$ cat src/rtl/ram_cmd_arbiter.sv
// Two-requester round-robin arbiter that serialises read/write transactions
// into a command-word RAM interface, with a bounded wait for read data.
module ram_cmd_arbiter #(
  parameter int ADDR_SIZE = 8,
  parameter int TIMEOUT   = 4
) (
  input  logic                   clk,
  input  logic                   rst_n,
  input  logic [1:0]             req,
  input  logic [1:0]             we,
  input  logic [2*ADDR_SIZE-1:0] addr,
  input  logic [2*ADDR_SIZE-1:0] wdata,
  output logic [1:0]             done,
  output logic [1:0]             err,
  output logic [ADDR_SIZE-1:0]   rdata,
  output logic                   busy,
  output logic [ADDR_SIZE+1:0]   ram_din,
  output logic                   ram_rx_valid,
  input  logic                   ram_tx_valid,
  input  logic [ADDR_SIZE-1:0]   ram_dout
);

  localparam int CNT_W = $clog2(TIMEOUT + 1);
  localparam logic [CNT_W-1:0] CNT_LAST = CNT_W'(TIMEOUT - 1);

  typedef enum logic [2:0] {
    S_IDLE  = 3'd0,
    S_ADDR  = 3'd1,
    S_WR    = 3'd2,
    S_RD    = 3'd3,
    S_RWAIT = 3'd4,
    S_RESP  = 3'd5
  } state_t;

  state_t                 state_r;
  state_t                 state_next_s;
  logic                   gnt_r;
  logic                   last_r;
  logic                   we_r;
  logic [ADDR_SIZE-1:0]   addr_r;
  logic [ADDR_SIZE-1:0]   wdata_r;
  logic [CNT_W-1:0]       cnt_r;

  logic                   pick_s;
  logic                   take_s;
  logic                   sel_we_s;
  logic [ADDR_SIZE-1:0]   sel_addr_s;
  logic [ADDR_SIZE-1:0]   sel_wdata_s;
  logic                   rx_hit_s;
  logic                   to_s;
  logic                   cmd_we_s;
  logic [ADDR_SIZE-1:0]   cmd_addr_s;
  logic                   rx_next_s;
  logic [ADDR_SIZE+1:0]   din_next_s;
  logic [1:0]             done_next_s;
  logic [1:0]             err_next_s;
  logic [ADDR_SIZE-1:0]   rdata_next_s;
  logic                   busy_next_s;

  // Round-robin pick: on a tie the requester not granted last time wins.
  always_comb begin
    pick_s = 1'b0;
    if (req == 2'b11) begin
      pick_s = ~last_r;
    end else if (req[1]) begin
      pick_s = 1'b1;
    end else begin
      pick_s = 1'b0;
    end
    if (pick_s) begin
      sel_we_s    = we[1];
      sel_addr_s  = addr[2*ADDR_SIZE-1:ADDR_SIZE];
      sel_wdata_s = wdata[2*ADDR_SIZE-1:ADDR_SIZE];
    end else begin
      sel_we_s    = we[0];
      sel_addr_s  = addr[ADDR_SIZE-1:0];
      sel_wdata_s = wdata[ADDR_SIZE-1:0];
    end
  end

  assign take_s   = (state_r == S_IDLE) && (req != 2'b00);
  assign rx_hit_s = (state_r == S_RWAIT) && ram_tx_valid;
  assign to_s     = (state_r == S_RWAIT) && !ram_tx_valid && (cnt_r == CNT_LAST);

  // State register.
  always_ff @(posedge clk) begin
    if (!rst_n) begin
      state_r <= S_IDLE;
    end else begin
      state_r <= state_next_s;
    end
  end

  // Next-state logic.
  always_comb begin
    state_next_s = S_IDLE;
    case (state_r)
      S_IDLE:  state_next_s = take_s ? S_ADDR : S_IDLE;
      S_ADDR:  state_next_s = we_r ? S_WR : S_RD;
      S_WR:    state_next_s = S_RESP;
      S_RD:    state_next_s = S_RWAIT;
      S_RWAIT: state_next_s = (rx_hit_s || to_s) ? S_RESP : S_RWAIT;
      S_RESP:  state_next_s = S_IDLE;
      default: state_next_s = S_IDLE;
    endcase
  end

  // Transaction context is frozen at grant so later input changes cannot leak in.
  always_ff @(posedge clk) begin
    if (!rst_n) begin
      gnt_r   <= 1'b0;
      last_r  <= 1'b1;
      we_r    <= 1'b0;
      addr_r  <= {ADDR_SIZE{1'b0}};
      wdata_r <= {ADDR_SIZE{1'b0}};
    end else if (take_s) begin
      gnt_r   <= pick_s;
      last_r  <= pick_s;
      we_r    <= sel_we_s;
      addr_r  <= sel_addr_s;
      wdata_r <= sel_wdata_s;
    end else begin
      gnt_r   <= gnt_r;
      last_r  <= last_r;
      we_r    <= we_r;
      addr_r  <= addr_r;
      wdata_r <= wdata_r;
    end
  end

  // Read-wait counter, restarted by the read-data command.
  always_ff @(posedge clk) begin
    if (!rst_n) begin
      cnt_r <= {CNT_W{1'b0}};
    end else if (state_r == S_RD) begin
      cnt_r <= {CNT_W{1'b0}};
    end else if ((state_r == S_RWAIT) && !ram_tx_valid) begin
      cnt_r <= cnt_r + {{(CNT_W-1){1'b0}}, 1'b1};
    end else begin
      cnt_r <= cnt_r;
    end
  end

  // Outputs are decoded from the upcoming state so they can be registered
  // without adding latency; in IDLE the address comes straight from the pick.
  always_comb begin
    cmd_we_s    = (state_r == S_IDLE) ? sel_we_s : we_r;
    cmd_addr_s  = (state_r == S_IDLE) ? sel_addr_s : addr_r;
    rx_next_s   = 1'b0;
    din_next_s  = {(ADDR_SIZE+2){1'b0}};
    case (state_next_s)
      S_ADDR: begin
        rx_next_s  = 1'b1;
        din_next_s = {(cmd_we_s ? 2'b00 : 2'b10), cmd_addr_s};
      end
      S_WR: begin
        rx_next_s  = 1'b1;
        din_next_s = {2'b01, wdata_r};
      end
      S_RD: begin
        rx_next_s  = 1'b1;
        din_next_s = {2'b11, {ADDR_SIZE{1'b0}}};
      end
      default: begin
        rx_next_s  = 1'b0;
        din_next_s = {(ADDR_SIZE+2){1'b0}};
      end
    endcase
    if (state_next_s == S_RESP) begin
      done_next_s = gnt_r ? 2'b10 : 2'b01;
    end else begin
      done_next_s = 2'b00;
    end
    if (to_s) begin
      err_next_s = gnt_r ? 2'b10 : 2'b01;
    end else begin
      err_next_s = 2'b00;
    end
    if (rx_hit_s) begin
      rdata_next_s = ram_dout;
    end else if (to_s) begin
      rdata_next_s = {ADDR_SIZE{1'b0}};
    end else begin
      rdata_next_s = rdata;
    end
    busy_next_s = (state_next_s != S_IDLE);
  end

  // Output registers.
  always_ff @(posedge clk) begin
    if (!rst_n) begin
      ram_rx_valid <= 1'b0;
      ram_din      <= {(ADDR_SIZE+2){1'b0}};
      done         <= 2'b00;
      err          <= 2'b00;
      rdata        <= {ADDR_SIZE{1'b0}};
      busy         <= 1'b0;
    end else begin
      ram_rx_valid <= rx_next_s;
      ram_din      <= din_next_s;
      done         <= done_next_s;
      err          <= err_next_s;
      rdata        <= rdata_next_s;
      busy         <= busy_next_s;
    end
  end

endmodule

$ cat config.mk
export PLATFORM = sky130hd
export DESIGN_NAME = ram_cmd_arbiter
export DESIGN_NICKNAME = d
export VERILOG_FILES = /design/src/rtl/ram_cmd_arbiter.sv
export SDC_FILE = /design/constraint.sdc
export NUM_CORES = 1
export LEC_CHECK = 0
export ABC_AREA = 1
export BUFFER_PORTS_ARGS = -buffer_cell sky130_fd_sc_hd__buf_2
export CAP_MARGIN = 40
export CORE_AREA = 2 2 73 75
export CTS_CLUSTER_SIZE = 28
export DETAILED_ROUTE_END_ITERATION = 8
export DIE_AREA = 0 0 75 77
export SYNTH_ARGS = -nofsm -noshare
export SYNTH_HDL_FRONTEND = slang
export SYNTH_SLANG_ARGS = --single-unit
$ cat constraint.sdc
create_clock -name clk -period 3.2 [get_ports clk]
set_input_delay 0.96 -clock clk [delete_from_list [all_inputs] [get_ports clk]]
set_output_delay 0.96 -clock clk [all_outputs]
set_load 0.01 [all_outputs]
==> results_dict.tcl, run 1 <==
set metrics [dict create \
    syn_area_um2 1680 \
    pwr-share-comb 0.279 \
    yosysTopAreaCellShare 0.488 \
    ys_types 29 \
    cts_tree "yes" \
    gp_congestion 0.765 \
    power.internal_w 0.000923 \
    cp.required_ps 3370 \
    power.density_nw_per_um2 632 \
    hold_class "reg2reg" \
    placed_area_um2 2080 \
    finalInstanceArea_um2 2180 \
    crit_fanout 18 \
    cts-root-buf "clkbuf_8" \
    max-vdd-ir-drop_mv 0.261 \
    slew_viol_final 0 \
    tightest_slew_ps 600 \
    wl_per_cell_um 12.3 \
    drc 0 \
    ctsHoldBuffers 0 \
    antenna_found_initial 0 \
    clock_latency_ps 290 \
    period_minus_slack_ps 1950 \
    numCtsBuffers 5 \
    slew_headroom 0.598 \
    outcome "complete, no violations" \
    grt_use_total 0.155 \
    synth.area.top_cells "dfxtp_1 49%, a21oi_1 12%, nand2_1 8.3%" \
    syn_avg_cell_area_um2 8.25 \
    p_switching_w 0.000457 \
    dp.cells 336 \
    drt_first_iter_violations 89 \
    ys_seq_area_frac 0.488 \
    setup-tns-final_ps 0 \
    rows 26 \
    holdWs_ps 460 \
    ant_nets 0 \
    worstSetupEndpointType "flip-flop" \
    initial_core_util 0.338 \
    clock_path_buffers 2 \
    setup_viol 0 \
    post_cts_buffers 0 \
    dr.pass1.iters 4 \
    cts.sinks 41 \
    path_clk_slew_ps 80 \
    syn_nets 253 \
    critPathSlowestCell "inv_2" \
    synthAdderAreaFrac 0.0149 \
    yosysWarningCount 0 \
    cp_common_cell "nand2_1" \
    layout.cells.non_filler 344 \
    core_area_um2 4980 \
    syn_to_final_growth_pct 29.8 \
    critPathKind "in2reg" \
    die_y_um 77 \
    cp_data_arrival_time_ps 2120 \
    max_freq_mhz 513 \
    io_buffers 70 \
    final_common_cell "buf_2" \
    grt_max_degree 26 \
    leakage_nw 0.980 \
    maxCapViolations 0 \
    vias 1647 \
    slowest_delay_ps 400 \
    dieArea_um2 5780 \
    fin_crit_sh 0.609 \
    muxShareOfSynthArea 0 \
    synth_top_family_by_area "simple AND/OR/NAND/NOR gates" \
    post_cts_resized 0 \
    grt-ovfl-total 0 \
    cts_max_level 2 \
    final_nets 322 \
    viasPerCell 4.79 \
    layout_common_cells "70 x buf_2, 41 x dfxtp_1, 39 x a21oi_1, 37 x nand2_1, 9 x inv_1" \
    path_cells "buf_2 > nand2_1 > nand2_1 > inv_2 > nand2_1 > nand3_1 > a21oi_1" \
    postSynthCellCount 204 \
    ff2ff_setup_slack_ps 1560 \
    routed_wl_mm 4.24 \
    p_clk_frac 0.269 \
    place_hpwl_mm 2.91 \
    finClkSkew_ps 11.9 \
    pin_count 71 \
    die_x_um 75 \
    grt_pass1_vias 1477 \
    seqPwrFrac 0.452 \
    synth_seq_cells 41 \
    finalHoldViolations 0 \
    drive_gt1_frac 0.365 \
    diodes 0 \
    cp_num_buf_inv 2 \
    synth_xor_xnor_area_share 0 \
    finalPower_w 0.00138 \
    grt_setup_unrepaired "no" \
    cp_top_family "simple AND/OR/NAND/NOR gates" \
    synth-simple-area-share 0.228 \
    grt_pass1_wl_mm 6.78 \
    p_sw_frac 0.331 \
    synth_compound_area_frac 0.207 \
    cp-start-kind "input pin" \
    yosysTopAreaCell "dfxtp_1" \
]
path summary, 6_finish.rpt:
check                               end  cells past startpoint                   from
setup / recovery  ram_din[9]$_SDFF_PN0_                      7                 req[0]
hold reg to reg   rdata[5]$_SDFFE_PN0N_                      2  rdata[5]$_SDFFE_PN0N_
hold / removal    rdata[5]$_SDFFE_PN0N_                      2  rdata[5]$_SDFFE_PN0N_
setup reg to reg        busy$_SDFF_PN0_                      6  cnt_r[0]$_SDFFE_PP0P_
state kept, by name, summed over array words and instances, names as in the netlist:
signal / flops
rdata: 8
we_r: 1
busy: 1
ram_rx_valid: 1
state_r: 3
cnt_r: 3
err: 2
done: 2
wdata_r: 8
gnt_r: 1
last_r: 1
ram_din: 10
power by group through the flow:
stage | clock [W] | combinational (W) | sequential (W)
5_1_grt | 0.000402 | 0.000440 | 0.000632
3_3_place_gp | 0 | 0.000383 | 0.000636
6_report | 0.000371 | 0.000385 | 0.000624
3_5_place_dp | 0 | 0.000386 | 0.000635
4_1_cts | 0.000386 | 0.000388 | 0.000624
2_1_floorplan | 0 | 0.000258 | 0.000648
Yosys cell counts (all sizes together):
master  count
a211oi      2
o31ai       1
or2         9
o21ai      10
o211a       1
inv        13
clkinv      1
buf         5
nand2      39
nand4       8
o211ai      8
nand3       5
nor2       11
clkbuf      5
ha          2
a21oi      39
nor4        2
dfxtp      41
nor3        2
metal layers:
metal,part of all wire,vias up,GRT usage
met1,0.47,744,0.209
met3,0.068,11,0.0394
met4,0.023,0,0.0750
li1,-,835,-
met5,0,-,0
met2,0.43,57,0.227
worst min-delay path: cells and delay by family, from the launching register on:
family | cells | cell delay, ps
DFF | 1 | 310
AOI/OAI and AO/OA | 1 | 50
and+or+nand+nor | 1 | 60
through the flow:
step | util | setup slack [ps]
finish | 0.439 | 1250
global route | 0.439 | 1100
CTS | 0.439 | 1270
detailed placement | 0.419 | 950
global placement | 0.419 | 932
floorplan | - | 1350
logic make-up after synthesis:
group           Yosys count
simple gates             76
compound gates           61
flops                    41
buf+inv                  24
fa+ha+maj                 2
area by class of cell:
cell class                      count  area [µm²]
Tap cell                           70        87.6
Fill cell                         546        2790
Sequential cell                    41         821
Multi-Input combinational cell    139         757
Clock buffer                        7        96.3
Timing Repair Buffer               72         365
Clock inverter                      1        5.00
Inverter                           14        52.6
Note: power is estimated with default switching activity, not from simulation.
==> run 2, diff against run 1 <==
==> constraint.sdc (replaced) <==
create_clock -name clk -period 1.9 [get_ports clk]
set_input_delay 0.57 -clock clk [delete_from_list [all_inputs] [get_ports clk]]
set_output_delay 0.57 -clock clk [all_outputs]
set_load 0.01 [all_outputs]
==> run 2 against run 1 <==
  * Critical endpoint is now rdata[0]$_SDFFE_PN0N_
  * Critical path type is now reg2reg
  * Hold slack lost 1.7 ps
  * Worst setup slack worse by 850 ps
  * Count of clock-buffer cells in the layout unchanged
==> results_dict.tcl, run 2 (synthesis results as in run 1) <==
set metrics [dict create \
    clock_latency_ps 290 \
    power.density_nw_per_um2 1040 \
    period_minus_slack_ps 1500 \
    numCtsBuffers 5 \
    pwr-share-comb 0.291 \
    max_freq_mhz 666 \
    io_buffers 70 \
    diodes 0 \
    placed_area_um2 2110 \
    setup_viol 0 \
    die_x_um 75 \
    top_regs "ram_din x10, rdata x8, wdata_r x8" \
    hold_depth 2 \
    ff2ff_setup_slack_ps 400 \
    p_switching_w 0.000750 \
    path_cells "ha_1 > ha_1 > o21ai_4 > buf_4 > nand2_1 > a21oi_1" \
    holdWs_ps 458 \
    core_area_um2 4980 \
    power.internal_w 0.00153 \
    antenna_found_initial 0 \
    leakage_nw 0.989 \
    path_clk_slew_ps 70 \
    tightest_slew_ps 625 \
    setup-tns-final_ps 0 \
    dr.pass1.iters 4 \
    grt_pass1_vias 1474 \
    rows 26 \
    syn_to_final_growth_pct 30.7 \
    max-vdd-ir-drop_mv 0.376 \
    hold_end "rdata[3]$_SDFFE_PN0N_" \
    cts.sinks 41 \
    cp.required_ps 2120 \
    ctsHoldBuffers 0 \
    cp-start-kind "flip-flop" \
    viasPerCell 4.60 \
    vias 1596 \
    cp_data_arrival_time_ps 1720 \
    p_sw_frac 0.329 \
    gp_congestion 0.806 \
    finalInstanceArea_um2 2200 \
    drc 0 \
    cts-root-buf "clkbuf_8" \
    grt_use_total 0.151 \
    finClkSkew_ps 5.16 \
    hold_class "reg2reg" \
    cts_tree "yes" \
    min_from "rdata[3]$_SDFFE_PN0N_" \
    drt_first_iter_violations 90 \
    grt-ovfl-total 0 \
    cts_max_level 2 \
    post_cts_buffers 0 \
    r2r_start "cnt_r[0]$_SDFFE_PP0P_" \
    place_hpwl_mm 2.93 \
    maxCapViolations 0 \
    finalHoldViolations 0 \
    final_nets 326 \
    reg2reg_depth 6 \
    routed_wl_mm 4.11 \
    worstSetupEndpointType "flip-flop" \
    largest_register_ffs 10 \
    crit_fanout 11 \
    slowest_delay_ps 320 \
    dieArea_um2 5780 \
    finalPower_w 0.00228 \
    fin_crit_sh 0.790 \
    p_clk_frac 0.247 \
    outcome "complete, no violations" \
    seqPwrFrac 0.461 \
    utilization 0.442 \
    max_flop_register "ram_din" \
    post_cts_resized 0 \
    drive_gt1_frac 0.368 \
    die_y_um 77 \
    pin_count 71 \
    ant_nets 0 \
    critPathSlowestCell "dfxtp_1" \
    wl_per_cell_um 11.8 \
    reg2reg_to "rdata[0]$_SDFFE_PN0N_" \
    slew_viol_final 0 \
    clock_path_buffers 2 \
    initial_core_util 0.338 \
    cp_common_cell "ha_1" \
    critPathKind "reg2reg" \
    final_common_cell "buf_2" \
    num-fill-cells 522 \
    layout_common_cells "70 x buf_2, 41 x dfxtp_1, 39 x a21oi_1, 37 x nand2_1, 9 x inv_1" \
    grt_max_degree 26 \
    slew_headroom 0.581 \
    grt_setup_unrepaired "no" \
    grt_pass1_wl_mm 6.78 \
]
==> run 2: cell types whose count changed in the layout (fill, tap and decap cells not counted) <==
| cell | change |
|---|---|
| buf_4 | +4 |
| clkbuf_1 | +1 |
| clkbuf_8 | -1 |
| clkinv_2 | -1 |
==> run 2: worst max path at each step <==
stage                                startpoint               endpoint  slack (ps)
after CTS                 cnt_r[0]$_SDFFE_PP0P_  rdata[2]$_SDFFE_PN0N_         360
final                     cnt_r[0]$_SDFFE_PP0P_  rdata[0]$_SDFFE_PN0N_         400
after global placement                   req[0]  ram_din[9]$_SDFF_PN0_         220
after floorplan                          req[0]  ram_din[7]$_SDFF_PN0_         440
after global routing      state_r[1]$_SDFF_PN0_  ram_din[5]$_SDFF_PN0_         220
after detailed placement                 req[0]      we_r$_SDFFE_PN0P_         150
==> run 2: power groups by stage <==
stage / combinational (W) / clock [W] / sequential [W]
after floorplan: 0.000435 / 0 / 0.00109
after global placement: 0.000659 / 0 / 0.00107
after detailed placement: 0.000666 / 0 / 0.00107
after CTS: 0.000670 / 0.000595 / 0.00105
after global routing: 0.000755 / 0.000634 / 0.00107
final: 0.000664 / 0.000564 / 0.00105
==> run 2: layout make-up <==
type,count,area (µm²),share of cell area
tap,70,87.6,0.0398
inverter,14,52.6,0.0239
timing repair buffer,76,395,0.180
multi-input combinational,139,757,0.344
sequential,41,821,0.373
clock buffer,7,86.3,0.0392
==> run 2: per-stage QoR <==
step                worst slack, ps  std cells
CTS                             359        347
detailed placement              147        340
floorplan                       444        204
finish                          398        347
global placement                223        340
global route                    216        347
==> run 2: routing by layer <==
metal / wire length (µm) / track usage / vias up
li1: - / - / 843
met1: 1930 / 0.211 / 693
met2: 1880 / 0.223 / 55
met3: 267 / 0.0434 / 5
met4: 39 / 0.0482 / 0
met5: 0 / 0 / -
==> run 2: critical path: cells and delay by family (launching register included) <==
kind	cells	cell delay [ps]
buffers and inverters	1	230
AND/OR/NAND/NOR	1	60
adder cells (fa/ha/maj)	2	410
flip-flops	1	320
AO/OA/AOI/OAI	2	420
